`src/rtl/bsr_sched_pkg.sv`:
```
// Shared types for the BSR load scheduler: FSM states, error codes and the
// {layer, bank} tag carried through the ready FIFO.
package bsr_sched_pkg;

  // Widest layer index a tag can carry; the top narrows it to LAYER_W.
  localparam int LAYER_W_MAX = 8;

  typedef enum logic [2:0] {
    IDLE,
    WAIT_BANK,
    ISSUE,
    LOAD,
    ABORT,
    DRAIN,
    FAIL
  } sched_state_t;

  localparam logic [1:0] ERR_NONE  = 2'd0;
  localparam logic [1:0] ERR_RETRY = 2'd1;
  localparam logic [1:0] ERR_TMO   = 2'd2;
  localparam logic [1:0] ERR_REL   = 2'd3;

  typedef struct packed {
    logic [LAYER_W_MAX-1:0] layer;
    logic                   bank;
  } bank_tag_t;

endpackage

```
`src/rtl/bsr_sched_fifo2.sv`:
```
// Two-entry FIFO of loaded-bank tags offered to compute; entry0 is the head.
// Push and pop in the same cycle are allowed.
module bsr_sched_fifo2
  import bsr_sched_pkg::*;
(
  input  logic                   clk,
  input  logic                   rst,
  input  logic                   push,
  input  logic [LAYER_W_MAX-1:0] push_layer,
  input  logic                   push_bank,
  input  logic                   pop_ready,
  output logic                   valid,
  output logic [LAYER_W_MAX-1:0] head_layer,
  output logic                   head_bank,
  output logic [1:0]             banks_held
);

  bank_tag_t  entry0;
  bank_tag_t  entry1;
  bank_tag_t  in_tag;
  logic [1:0] count;
  logic       pop;

  assign in_tag     = '{layer: push_layer, bank: push_bank};
  assign valid      = (count != 2'd0);
  assign pop        = valid && pop_ready;
  assign head_layer = entry0.layer;
  assign head_bank  = entry0.bank;

  // Which banks are still queued; a release of such a bank is illegal.
  always_comb begin
    banks_held = 2'b00;
    if (count != 2'd0) banks_held[entry0.bank] = 1'b1;
    if (count == 2'd2) banks_held[entry1.bank] = 1'b1;
  end

  always_ff @(posedge clk) begin
    if (rst) begin
      entry0 <= '0;
      entry1 <= '0;
      count  <= 2'd0;
    end else begin
      case (count)
        2'd0: begin
          if (push) begin
            entry0 <= in_tag;
            count  <= 2'd1;
          end
        end
        2'd1: begin
          if (push && pop) begin
            entry0 <= in_tag;
          end else if (push) begin
            entry1 <= in_tag;
            count  <= 2'd2;
          end else if (pop) begin
            count <= 2'd0;
          end
        end
        default: begin
          if (push && pop) begin
            entry0 <= entry1;
            entry1 <= in_tag;
          end else if (pop) begin
            entry0 <= entry1;
            count  <= 2'd1;
          end
        end
      endcase
    end
  end

endmodule

```
`src/rtl/bsr_load_sched.sv`:
```
// Per-layer DMA load sequencer feeding a ping-pong BSR weight buffer, with
// retry on DMA error/timeout and bank recycling on compute release.
module bsr_load_sched
  import bsr_sched_pkg::*;
#(
  parameter int LAYER_W = 3,
  parameter int RETRY_W = 3,
  parameter int TMO_W   = 24
) (
  input  logic               clk,
  input  logic               rst,
  input  logic               start,
  input  logic [LAYER_W:0]   num_layers,
  input  logic [RETRY_W-1:0] max_retries,
  input  logic [TMO_W-1:0]   timeout_cycles,
  output logic               dma_start,
  output logic [LAYER_W-1:0] dma_layer,
  output logic               dma_bank,
  output logic               dma_abort,
  input  logic               dma_busy,
  input  logic               dma_done,
  input  logic               dma_error,
  output logic               cmp_valid,
  output logic [LAYER_W-1:0] cmp_layer,
  output logic               cmp_bank,
  input  logic               cmp_ready,
  input  logic               cmp_release,
  input  logic               cmp_release_bank,
  output logic               sched_busy,
  output logic               sched_done,
  output logic               sched_error,
  output logic [1:0]         err_code,
  output logic [RETRY_W-1:0] retry_cnt,
  output logic [LAYER_W:0]   layers_loaded
);

  sched_state_t           state;
  logic                   wr_bank;
  logic [1:0]             bank_full;
  logic [TMO_W-1:0]       tmo_cnt;
  logic                   fifo_push;
  logic [LAYER_W_MAX-1:0] fifo_head_layer;
  logic [1:0]             banks_held;
  logic                   tmo_hit;
  logic                   last_layer;
  logic                   rel_bad;

  assign fifo_push  = (state == LOAD) && dma_done;
  assign tmo_hit    = (timeout_cycles != '0) && (tmo_cnt == timeout_cycles - 1'b1);
  assign last_layer = ((layers_loaded + 1'b1) == num_layers);
  assign rel_bad    = !bank_full[cmp_release_bank] || banks_held[cmp_release_bank];
  assign cmp_layer  = fifo_head_layer[LAYER_W-1:0];

  bsr_sched_fifo2 u_fifo (
    .clk        (clk),
    .rst        (rst),
    .push       (fifo_push),
    .push_layer (LAYER_W_MAX'(dma_layer)),
    .push_bank  (dma_bank),
    .pop_ready  (cmp_ready),
    .valid      (cmp_valid),
    .head_layer (fifo_head_layer),
    .head_bank  (cmp_bank),
    .banks_held (banks_held)
  );

  always_ff @(posedge clk) begin
    if (rst) begin
      state         <= IDLE;
      wr_bank       <= 1'b0;
      bank_full     <= 2'b00;
      tmo_cnt       <= '0;
      dma_start     <= 1'b0;
      dma_layer     <= '0;
      dma_bank      <= 1'b0;
      dma_abort     <= 1'b0;
      sched_busy    <= 1'b0;
      sched_done    <= 1'b0;
      sched_error   <= 1'b0;
      err_code      <= ERR_NONE;
      retry_cnt     <= '0;
      layers_loaded <= '0;
    end else begin
      dma_start  <= 1'b0;
      dma_abort  <= 1'b0;
      sched_done <= 1'b0;

      case (state)
        IDLE: begin
          if (start) begin
            layers_loaded <= '0;
            retry_cnt     <= '0;
            sched_error   <= 1'b0;
            err_code      <= ERR_NONE;
            if (num_layers == '0) begin
              sched_done <= 1'b1;
            end else begin
              sched_busy <= 1'b1;
              state      <= WAIT_BANK;
            end
          end
        end
        WAIT_BANK: begin
          if (!bank_full[wr_bank]) begin
            dma_start <= 1'b1;
            dma_layer <= layers_loaded[LAYER_W-1:0];
            dma_bank  <= wr_bank;
            state     <= ISSUE;
          end
        end
        ISSUE: begin
          tmo_cnt <= '0;
          state   <= LOAD;
        end
        LOAD: begin
          tmo_cnt <= tmo_cnt + 1'b1;
          if (dma_done) begin
            wr_bank       <= ~wr_bank;
            layers_loaded <= layers_loaded + 1'b1;
            retry_cnt     <= '0;
            state         <= last_layer ? DRAIN : WAIT_BANK;
          end else if (dma_error || tmo_hit) begin
            if (retry_cnt < max_retries) begin
              retry_cnt <= retry_cnt + 1'b1;
              dma_abort <= !dma_error;
              state     <= ABORT;
            end else begin
              sched_error <= 1'b1;
              sched_busy  <= 1'b0;
              err_code    <= dma_error ? ERR_RETRY : ERR_TMO;
              state       <= FAIL;
            end
          end
        end
        ABORT: begin
          // Reissue the same layer into the same bank once the DMA is quiet.
          if (!dma_busy) begin
            dma_start <= 1'b1;
            state     <= ISSUE;
          end
        end
        DRAIN: begin
          if (bank_full == 2'b00 && !cmp_valid) begin
            sched_done <= 1'b1;
            sched_busy <= 1'b0;
            state      <= IDLE;
          end
        end
        FAIL: begin
          state <= IDLE;
        end
        default: begin
          state <= IDLE;
        end
      endcase

      if (fifo_push) bank_full[wr_bank] <= 1'b1;

      // Releases are serviced in every state, including after a failure.
      if (cmp_release) begin
        if (rel_bad) begin
          sched_error <= 1'b1;
          err_code    <= ERR_REL;
        end else begin
          bank_full[cmp_release_bank] <= 1'b0;
        end
      end
    end
  end

endmodule
```
`config.mk`:
```
export PLATFORM = sky130hd
export DESIGN_NAME = bsr_load_sched
export DESIGN_NICKNAME = d
export VERILOG_FILES = /design/src/rtl/bsr_sched_pkg.sv /design/src/rtl/bsr_sched_fifo2.sv /design/src/rtl/bsr_load_sched.sv
export SDC_FILE = /design/constraint.sdc
export NUM_CORES = 1
export LEC_CHECK = 0
export ABC_AREA = 0
export CAP_MARGIN = 20
export CORE_ASPECT_RATIO = 0.8
export CORE_MARGIN = 2
export CORE_UTILIZATION = 58
export DETAILED_ROUTE_END_ITERATION = 8
export GPL_TIMING_DRIVEN = 0
export PLACE_DENSITY = 0.85
export SYNTH_ARGS = -nofsm -noshare
export SYNTH_HDL_FRONTEND = slang
export SYNTH_SLANG_ARGS = --single-unit
```
`constraint.sdc`:
```
create_clock -name clk -period 5.17 [get_ports clk]
set_input_delay 1.034 -clock clk [delete_from_list [all_inputs] [get_ports clk]]
set_output_delay 1.034 -clock clk [all_outputs]
set_load 0.01 [all_outputs]
```
; ---- Word level (Yosys, flattened, before mapping)
; Cells that the tools add are included.
[totals]
regBits = 58
in_bits = 40
out_inout_bits = 23
wordCells = 186
[classes]
add_sub_neg = 4
order_cmp = 9
eq_ne = 26
n_mux = 82
bitwise_logic = 10
reduce_logical = 36
[op_table]
columns = operator, n
row1 = case mux 24 bit (2 select lines), 1
row2 = two-way mux 2 bit, 20
row3 = two-way mux 3 bit, 12
row4 = two-way mux 4 bit, 7
row5 = two-way mux 1 bit, 27
row6 = adder 24 x 1 -> 24 bit (second input constant), 1
row7 = equality test 24 bit, 1
row8 = case mux 4 bit (2 select lines), 3
row9 = nonzero test 24 bit, 1
row10 = subtractor 24 x 1 -> 24 bit (second input constant), 1
row11 = inequality test 2 bit (second input constant), 10
row12 = case mux 3 bit (6 select lines), 1
row13 = logical AND 1 bit, 9
row14 = nonzero test 3 bit, 3
row15 = less-than comparator 1 x 2 -> 1 bit (second input constant), 4
row16 = inequality test 2 x 1 -> 1 bit (second input constant), 4
row17 = case mux 2 bit (2 select lines), 2
row18 = AND reduction 4 bit, 2
row19 = nonzero test 2 bit, 4
row20 = AND reduction 7 bit, 1
row21 = equality test 3 x 2 -> 1 bit (second input constant), 2
row22 = equality test 3 bit (second input constant), 2
row23 = inequality test 3 x 2 -> 1 bit (second input constant), 2
row24 = inverter 1 bit, 6
row25 = other kinds (26), 41

; ---- Depth between registers and ports, before layout
; Gate-level depths: netlist of run 1.
[depth]
depth_word = 12
depth_mapped = 10

; ---- Hierarchy
; A second synthesis of run 1 with hierarchy kept.
[unflattened]
cells_unflattened = 531
area_unflattened_um2 = 4485.6
[by_module_without_submodules]
columns = mod, instances, cells_per_inst, area_per_inst_um2, seq_area_each_um2
row1 = bsr_load_sched, 1, 428, 3394.5, 960.9
row2 = bsr_sched_fifo2, 1, 103, 1091.0, 400.4

; ---- Worst setup path before layout of run 1
; No wires, ideal clock.
[synth_path]
path_kind = input to register
startpoint = input port timeout_cycles[0]
endpoint = register retry_cnt[2]
setup_ps = 72
t_arrival_ps = 3300
t_required_ps = 5098
path_slack_ps = 1799
stages = 10
path_buffers = 0
cell_sequence = inv_1 ha_1 or4b_1 nor4_1 nand2_1 xnor2_1 nor4_4 a41oi_2 a21oi_1 mux2i_1
[synth_via]
elab_chain_cells = 6
elab_cells_between_ends = 7
[synth_lines]
columns = item, line_no
row1 = "start, declared", bsr_load_sched.sv:15  ; input logic [TMO_W-1:0] timeout_cycles,
row2 = subtractor 24 x 1 -> 24 bit, bsr_load_sched.sv:49  ; assign tmo_hit = (timeout_cycles != '0) && (tmo_cnt == timeout_cycles - 1'b1);
row3 = equality test 24 bit, bsr_load_sched.sv:49
row4 = logical AND 1 bit (*), bsr_load_sched.sv:49
row5 = logical OR 1 bit (*), bsr_load_sched.sv:122  ; end else if (dma_error || tmo_hit) begin
row6 = inequality test 3 x 2 -> 1 bit (no source line) (*), n/a
row7 = AND reduction 4 bit (no source line) (*), n/a
row8 = "end signal, assigned", bsr_load_sched.sv:124  ; retry_cnt <= retry_cnt + 1'b1;
row9 = "end, declared", bsr_load_sched.sv:33  ; output logic [RETRY_W-1:0] retry_cnt,
; Every way passes the cells marked *; elsewhere a longest branch is shown, timed or not.
; A chain may end at the register's enable or synchronous reset.

; ---- Worst setup path in the final report of run 1
[layout_path]
startpoint = input port timeout_cycles[0]
endpoint = register state[0]
[layout_via]
elab_chain_cells = 6
elab_cells_between_ends = 7
[layout_lines]
columns = item, line_no
row1 = subtractor 24 x 1 -> 24 bit, bsr_load_sched.sv:49
row2 = equality test 24 bit, bsr_load_sched.sv:49
row3 = logical AND 1 bit (*), bsr_load_sched.sv:49
row4 = logical OR 1 bit (*), bsr_load_sched.sv:122
row5 = inequality test 3 x 2 -> 1 bit (no source line) (*), n/a
row6 = AND reduction 6 bit (no source line) (*), n/a
row7 = "end signal, assigned", bsr_load_sched.sv:121  ; state <= last_layer ? DRAIN : WAIT_BANK;
row8 = "end, declared", bsr_load_sched.sv:37  ; sched_state_t state;
; Marked as above.

==> results of run 1 <==
## flip-flops by register name, indices dropped and copies added, names as in the netlist
| name | count |
|---|---|
| u_fifo.head_bank | 1 |
| dma_start | 1 |
| sched_error | 1 |
| err_code | 2 |
| u_fifo.count | 2 |
| dma_layer | 3 |
| tmo_cnt | 24 |
| layers_loaded | 4 |
| wr_bank | 1 |
| sched_busy | 1 |
| u_fifo.head_layer | 3 |
| dma_bank | 1 |
| u_fifo.entry1 | 4 |
| dma_abort | 1 |
| sched_done | 1 |
| retry_cnt | 3 |
| state | 3 |
| bank_full | 2 |
## routing by layer
layer / up-vias / part of all wire, %
met5: - / 0
met4: 0 / 0.84
met3: 12 / 7.1
met2: 131 / 45
met1: 1773 / 47
li1: 1873 / -
## power by group through the flow
| stage | combinational, mW | clock [mW] | sequential [mW] |
|---|---|---|---|
| final | 0.238 | 0.426 | 0.477 |
| after global routing | 0.265 | 0.451 | 0.479 |
| after CTS | 0.236 | 0.430 | 0.477 |
| after detailed placement | 0.233 | 0 | 0.487 |
| after global placement | 0.227 | 0 | 0.486 |
| after floorplan | 0.139 | 0 | 0.488 |
## cells by family (layout without fill, tap and decap cells)
logic type               count (synthesis)  after routing  synth area share [%]
AND/OR/NAND/NOR                        219            219                  30.5
AO/OA/AOI/OAI                           82             82                  14.3
XOR/XNOR                                64             64                  14.7
flip-flops                              58             58                  30.4
buffers and inverters                   36            110                  3.54
multiplexers                            15             15                  3.93
adder cells (fa/ha/maj)                  8              8                  2.62
## worst max-delay path: cells and delay by family
family,cells,cell delay (ns)
compound gates,2,0.69
simple gates,5,1.55
fa+ha+maj,1,0.26
xor+xnor,1,0.39
buf+inv,2,0.55
## layout by cell type, fill, tap and decap left out, types with 3 or more instances in the layout
cell type and count:
and3_1 4, nor2b_1 6, nand2b_1 3, ha_1 8, nand3_1 16, o311ai_0 3, a31oi_1 4, clkinvlp_4 3
mux2i_1 15, nand2_1 32, xnor2_1 38, or4_1 5, nand4b_1 4, and4_1 3, xor2_1 26, nor2_1 73
nand3b_1 4, a211oi_1 11, or2_2 4, clkbuf_1 21, or3_1 7, o21ai_0 19, nor3_1 18, nand4_1 17
a21oi_1 19, nor4_1 8, clkdlybuf4s50_1 58, dfxtp_1 58, inv_1 14, nor4b_1 3, clkbuf_8 9
## worst max-delay path by stage
stage / slack (ns) / end
after global placement: 0.73 / sched_busy
final: 0.93 / state[0]
after global routing: 0.74 / state[0]
after floorplan: 1.80 / retry_cnt[2]
after CTS: 0.96 / state[0]
after detailed placement: 0.62 / state[0]
## area by class of cell
class | count | area (um2) | share of cell area [%]
multi-input cells | 388 | 2520 | 53.6
clock inverters | 7 | 78.8 | 1.68
inverters | 14 | 52.6 | 1.12
clock buffers | 9 | 124 | 2.63
plain buffers | 22 | 82.6 | 1.75
repair buffers | 58 | 581 | 12.3
well taps | 84 | 105 | 2.23
flip-flops and latches | 58 | 1160 | 24.7
==> qor.txt, run 1 <==
Status - finished clean
Post-synth EDFFs - 0
Final Cycle Share - 82.0%
Final setup fails - 0
Power, Total - 1.14 mW
Area Growth Syn to Fin - 23.3%
DRT antenna net count - 0
Critical Path RT - 5.42 ns
Warnings from Yosys - 0
Clock sinks - 58
Sequential Power Share - 41.8%
Most common cell on crit path - nand2_1
Fill count - 533
Most used routing layer - met2
RSZ-0062 raised after global routing - no
Hold/Removal Path Class - reg2reg
Worst-path cell chain - clkdlybuf4s50_1 > inv_1 > ha_1 > or4b_1 > nor4_1 > nand2_1 > xnor2_1 > nor4_4 > a41oi_2 > nand2_1 > a221oi_1
Worst-skew pair later-pin latency - 0.35 ns
Final worst path period need - 4.24 ns
Total negative slack - 0 ns
Slowest-stage cell, CP - or4b_1
CP Capture Type - flip-flop
Hold path startpoint - u_fifo.entry1[2]
Slowest stage delay, CP - 0.58 ns
Worst Tran Pin Value - 0.668 ns
Cts bufs inserted - 9
Met3 Resource Use GR - 8.11%
Layout Nets - 599
Internal - 792 uW
Setup CP Type - in2reg
DP Area - 4500 um2
LEAKAGE - 1.60 nW
Part of the Yosys area used for sequential elements - 30.4%
WHS Endpoint - u_fifo.entry1[2]
CTS root buffer - clkbuf_8
Non-filler cells, final - 640
Setup slack at placement - 0.620 ns
Met1 usage - 40.1%
DP Wirelength - 7500 um
Die height - 76.6 um
Clock power share - 37.3%
Core Util, Final - 73.8%
All-layer global routing usage - 28.4%
Standard-cell row count - 26
Hold depth - 2
Max Slew Vio Count - 0
Die width - 94.7 um
Unique masters post-synth - 58
Worst-path clk slew - 0.07 ns
Clock Tree Buf Depth - 2
TritonCTS clock tree - done
DR pass1 iterations - 4
Hold-fix buffer count after cts - 0
Hold Slack - 0.498 ns
Maximum operating frequency - 236 MHz
Post-route cell area - 4710 um2
Comb pwr share - 20.9%
RePlAce Congestion - 0.894
Max cap viols - 0
Leading cell type by number of instances after synthesis - nor2_1
Ys async rst share - 0%
Switching Share - 30.6%
Power per Cell Area - 243 nW/um2
Worst Setup SP - timeout_cycles[0]
Vias in the first global route - 3471
DR DRC count - 0
FF-to-FF setup slack - 2.39 ns
DR vias - 3789
Sw power - 350 uW
Syn Std Cell Area - 3820 um2
RR Startpoint - state[2]
Worst Path Arrival - 4.49 ns
Critical Path Fanout Max - 6
Ranking of synthesized cells by area - dfxtp_1 30%, xnor2_1 8.7%, nor2_1 7.2%, xor2_1 6.0%, mux2i_1 3.9%
First-pass GRT wire length - 16300 um
# IOs - 63
Wire per inst - 15.3 um
Dpl cells - 624
Core area - 6380 um2
Final wirelength - 9760 um
GR Util met2 - 42.9%
Worst vdd ir - 233 uV
Setup WS post-layout - 0.931 ns
Post-CTS Setup Inserts - 0
1st-iter DRT viols - 249
Top-area cell type share of the netlist area - 30.4%
Avg Inst Size Synth - 7.92 um2
Mapped Cells - 482
FF+latch count, synth - 58
Cell taking the most area after synthesis - dfxtp_1
Vias/cell - 5.92
# H-tree levels - 3
Post-synth top flop - dfxtp_1
Setup Skew - 0.00779 ns
Initial Util - 59.9%
Slew headroom - 54.3%
Initial antenna violation count - 0
Global route overflow - 0
Final hold viol count - 0
RR Endpoint - u_fifo.entry1[0]
Antenna cell count - 0
Layout cells sized above 1 - 5.04%
Die area - 7250 um2
R2R depth - 9
Input/output buffers - 58
Pin count of the biggest net entering global routing - 13
Most common library cells after synthesis - 73 x nor2_1, 58 x dfxtp_1, 38 x xnor2_1
# resized after CTS - 0
Syn nets - 530
Crit start category - input port
No activity file was read; power rests on OpenSTA's default activity.
==> run 2, diff against run 1 <==
Settings changed: CORE_UTILIZATION 58 to 54, PLACE_DENSITY 0.85 to 0.8.
Clock period 5.17 ns to 4.3 ns, I/O delays scaled along.
==> run 2 against run 1 <==
Global-route usage fell by 2.7 points. Utilization shrank 4.8 points. Clock skew up 0.0022 ns. Critical path type unchanged. Largest cell class unchanged. Largest power group unchanged. Highest routed layer unchanged.
==> qor.txt, run 2 (same netlist as run 1, synthesis figures left out) <==
Worst-path cell chain - clkdlybuf4s50_1 > inv_1 > ha_1 > or4b_1 > nor4_1 > nand2_1 > xnor2_1 > nor4_4 > a41oi_2 > o211ai_1 > a21oi_1
Antenna cell count - 0 (unchanged)
Worst Path Arrival - 4.14 ns (-0.35 ns)
Initial Util - 55.7% (-4.2 points)
R2R depth - 9 (unchanged)
Slowest stage delay, CP - 0.58 ns (about the same)
DR DRC count - 0 (unchanged)
Power, Total - 1.43 mW (+25%)
Most flops, register - tmo_cnt
Sequential Power Share - 40.1% (-1.7 points)
Crit start category - input port
DR pass1 iterations - 4 (unchanged)
CP Capture Type - flip-flop
Hold path startpoint - u_fifo.head_layer[2]
Global route overflow - 0 (unchanged)
Final setup fails - 0 (unchanged)
Comb pwr share - 20.0% (-0.9 points)
# IOs - 63 (unchanged)
Final hold viol count - 0 (unchanged)
RePlAce Congestion - 0.932 (+4.2%)
Die width - 98.0 um (+3.5%)
Die area - 7760 um2 (+7.1%)
Final wirelength - 9800 um (+0.39%)
Slowest-stage cell, CP - or4b_1
Core Util, Final - 69.0% (-4.8 points)
Layout Nets - 599 (unchanged)
Fill count - 595 (+12%)
Setup Skew - 0.00995 ns (+0.00216 ns)
Switching Share - 28.5% (-2.2 points)
1st-iter DRT viols - 201 (-19%)
LEAKAGE - 1.62 nW (+1.1%)
DP Wirelength - 7520 um (+0.27%)
Largest regs - tmo_cnt (24), layers_loaded (4), u_fifo.entry1 (4)
RR Startpoint - state[2]
Die height - 79.2 um (+3.4%)
Worst Setup SP - timeout_cycles[0]
Worst-path clk slew - 0.07 ns (about the same)
Critical Path Fanout Max - 6 (unchanged)
Hold/Removal Path Class - reg2reg
Wire per inst - 15.2 um (about the same)
Pin count of the biggest net entering global routing - 12 (-1)
Final worst path period need - 3.94 ns
TritonCTS clock tree - done
Commonest cells after routing, fill and taps aside - 73 x nor2_1, 58 x dfxtp_1, 58 x clkdlybuf4s50_1
Critical Path RT - 4.50 ns (-0.92 ns)
Vias/cell - 5.91 (-0.20%)
Setup CP Type - in2reg
RSZ-0062 raised after global routing - no
Clock Tree Buf Depth - 2 (unchanged)
First-pass GRT wire length - 16200 um (-0.93%)
# resized after CTS - 0 (unchanged)
Clock power share - 39.9% (+2.6 points)
Final Cycle Share - 91.6%
Internal - 1.02 mW (+29%)
Status - finished clean
Worst Tran Pin Value - 0.646 ns (-0.0222 ns)
DRT antenna net count - 0 (unchanged)
Max cap viols - 0 (unchanged)
Total negative slack - 0 ns (unchanged)
RR Endpoint - u_fifo.entry1[1]
DR vias - 3799 (+0.26%)
Crit path max-delay family - simple AND/OR/NAND/NOR gates
Worst-skew pair later-pin latency - 0.34 ns (about the same)
Post-CTS Setup Inserts - 0 (unchanged)
Worst vdd ir - 250 uV (+7.3%)
Maximum operating frequency - 254 MHz
Sw power - 407 uW (+17%)
Core area - 6860 um2 (+7.6%)
Hold-fix buffer count after cts - 0 (unchanged)
Input/output buffers - 58 (unchanged)
Area Growth Syn to Fin - 24.0%
WHS Endpoint - u_fifo.head_layer[2]
All-layer global routing usage - 25.7% (-2.7 points)
Layout cells sized above 1 - 5.04% (unchanged)
CTS root buffer - clkbuf_8
# H-tree levels - 3 (unchanged)
Commonest non-fill, non-tap cell in the layout - nor2_1
Vias in the first global route - 3475 (+0.12%)
Number of flip-flops in the largest register - 24 (unchanged)
Clock sinks - 58 (unchanged)
Buf/Inv on CP - 2 (unchanged)
Hold depth - 2 (unchanged)
Standard-cell row count - 27 (+3.8%)
Power per Cell Area - 302 nW/um2 (+25%)
Slew headroom - 56.8% (+2.5 points)
Cts bufs inserted - 9 (unchanged)
Initial antenna violation count - 0 (unchanged)
Max Slew Vio Count - 0 (unchanged)
FF-to-FF setup slack - 1.39 ns (-1.00 ns)
-- run 2: changes by cell type in the layout (fill, tap and decap cells not counted) --
cell	previous run	this run
bufinv_16	1	2
clkbuf_8	9	10
clkinv_2	0	1
clkinv_4	2	0
clkinvlp_4	3	2
-- run 2: per-stage QoR --
stage | cell area, um2 | hold WS, ns | setup WS, ns | instances
after floorplan | 3820 | 0.460 | 1.10 | 482
after global placement | 4510 | 0.477 | 0.0549 | 627
after detailed placement | 4510 | 0.496 | 0.0457 | 627
after CTS | 4730 | 0.508 | 0.393 | 643
after global routing | 4730 | 0.537 | 0.156 | 643
final | 4730 | 0.505 | 0.363 | 643
-- run 2: worst register-to-register path, delay by kind of cell (launching register included) --
family | cells | cell delay (ns)
buffers and inverters | 2 | 0.71
DFF | 1 | 0.36
muxes | 1 | 0.28
adders and majority gates | 1 | 0.31
and+or+nand+nor | 5 | 1.13
-- run 2: worst max-delay path by stage --
stage | to | slack, ns | cells after the start
after floorplan | retry_cnt[2] | 1.10 | 10
after global placement | retry_cnt[2] | 0.05 | 11
after detailed placement | state[0] | 0.05 | 11
after CTS | state[0] | 0.39 | 11
after global routing | state[0] | 0.16 | 11
final | sched_busy | 0.36 | 11
-- run 2: layer usage --
metal  vias up  routed length (um)  GRT usage, %
li1       1875                   -             -
met1      1787                4700          35.7
met2       124                4470          40.8
met3        13                 541          5.37
met4         0                  88          6.53
met5         -                   0             0
-- run 2: layout make-up --
class | instances | area (um2) | share of cell area (%)
sequential | 58 | 1160 | 24.5
timing repair buffer | 58 | 581 | 12.3
multi-input combinational | 388 | 2520 | 53.3
clock buffer | 10 | 138 | 2.91
tap | 87 | 109 | 2.30
clock inverter | 6 | 88.8 | 1.88
buffer | 22 | 82.6 | 1.74
inverter | 14 | 52.6 | 1.11
-- run 2: power groups by stage --
stage | registers (mW) | clock network [mW] | logic [mW]
after floorplan | 0.587 | 0 | 0.167
after global placement | 0.585 | 0 | 0.273
after detailed placement | 0.586 | 0 | 0.281
after CTS | 0.574 | 0.575 | 0.283
after global routing | 0.576 | 0.599 | 0.314
final | 0.574 | 0.571 | 0.286
==> run 3, diff against run 2 <==
Settings changed: SLEW_MARGIN from default to 20.
==> results of run 3 <==
The final DEF is identical to that of run 2; final timing and power are the same.
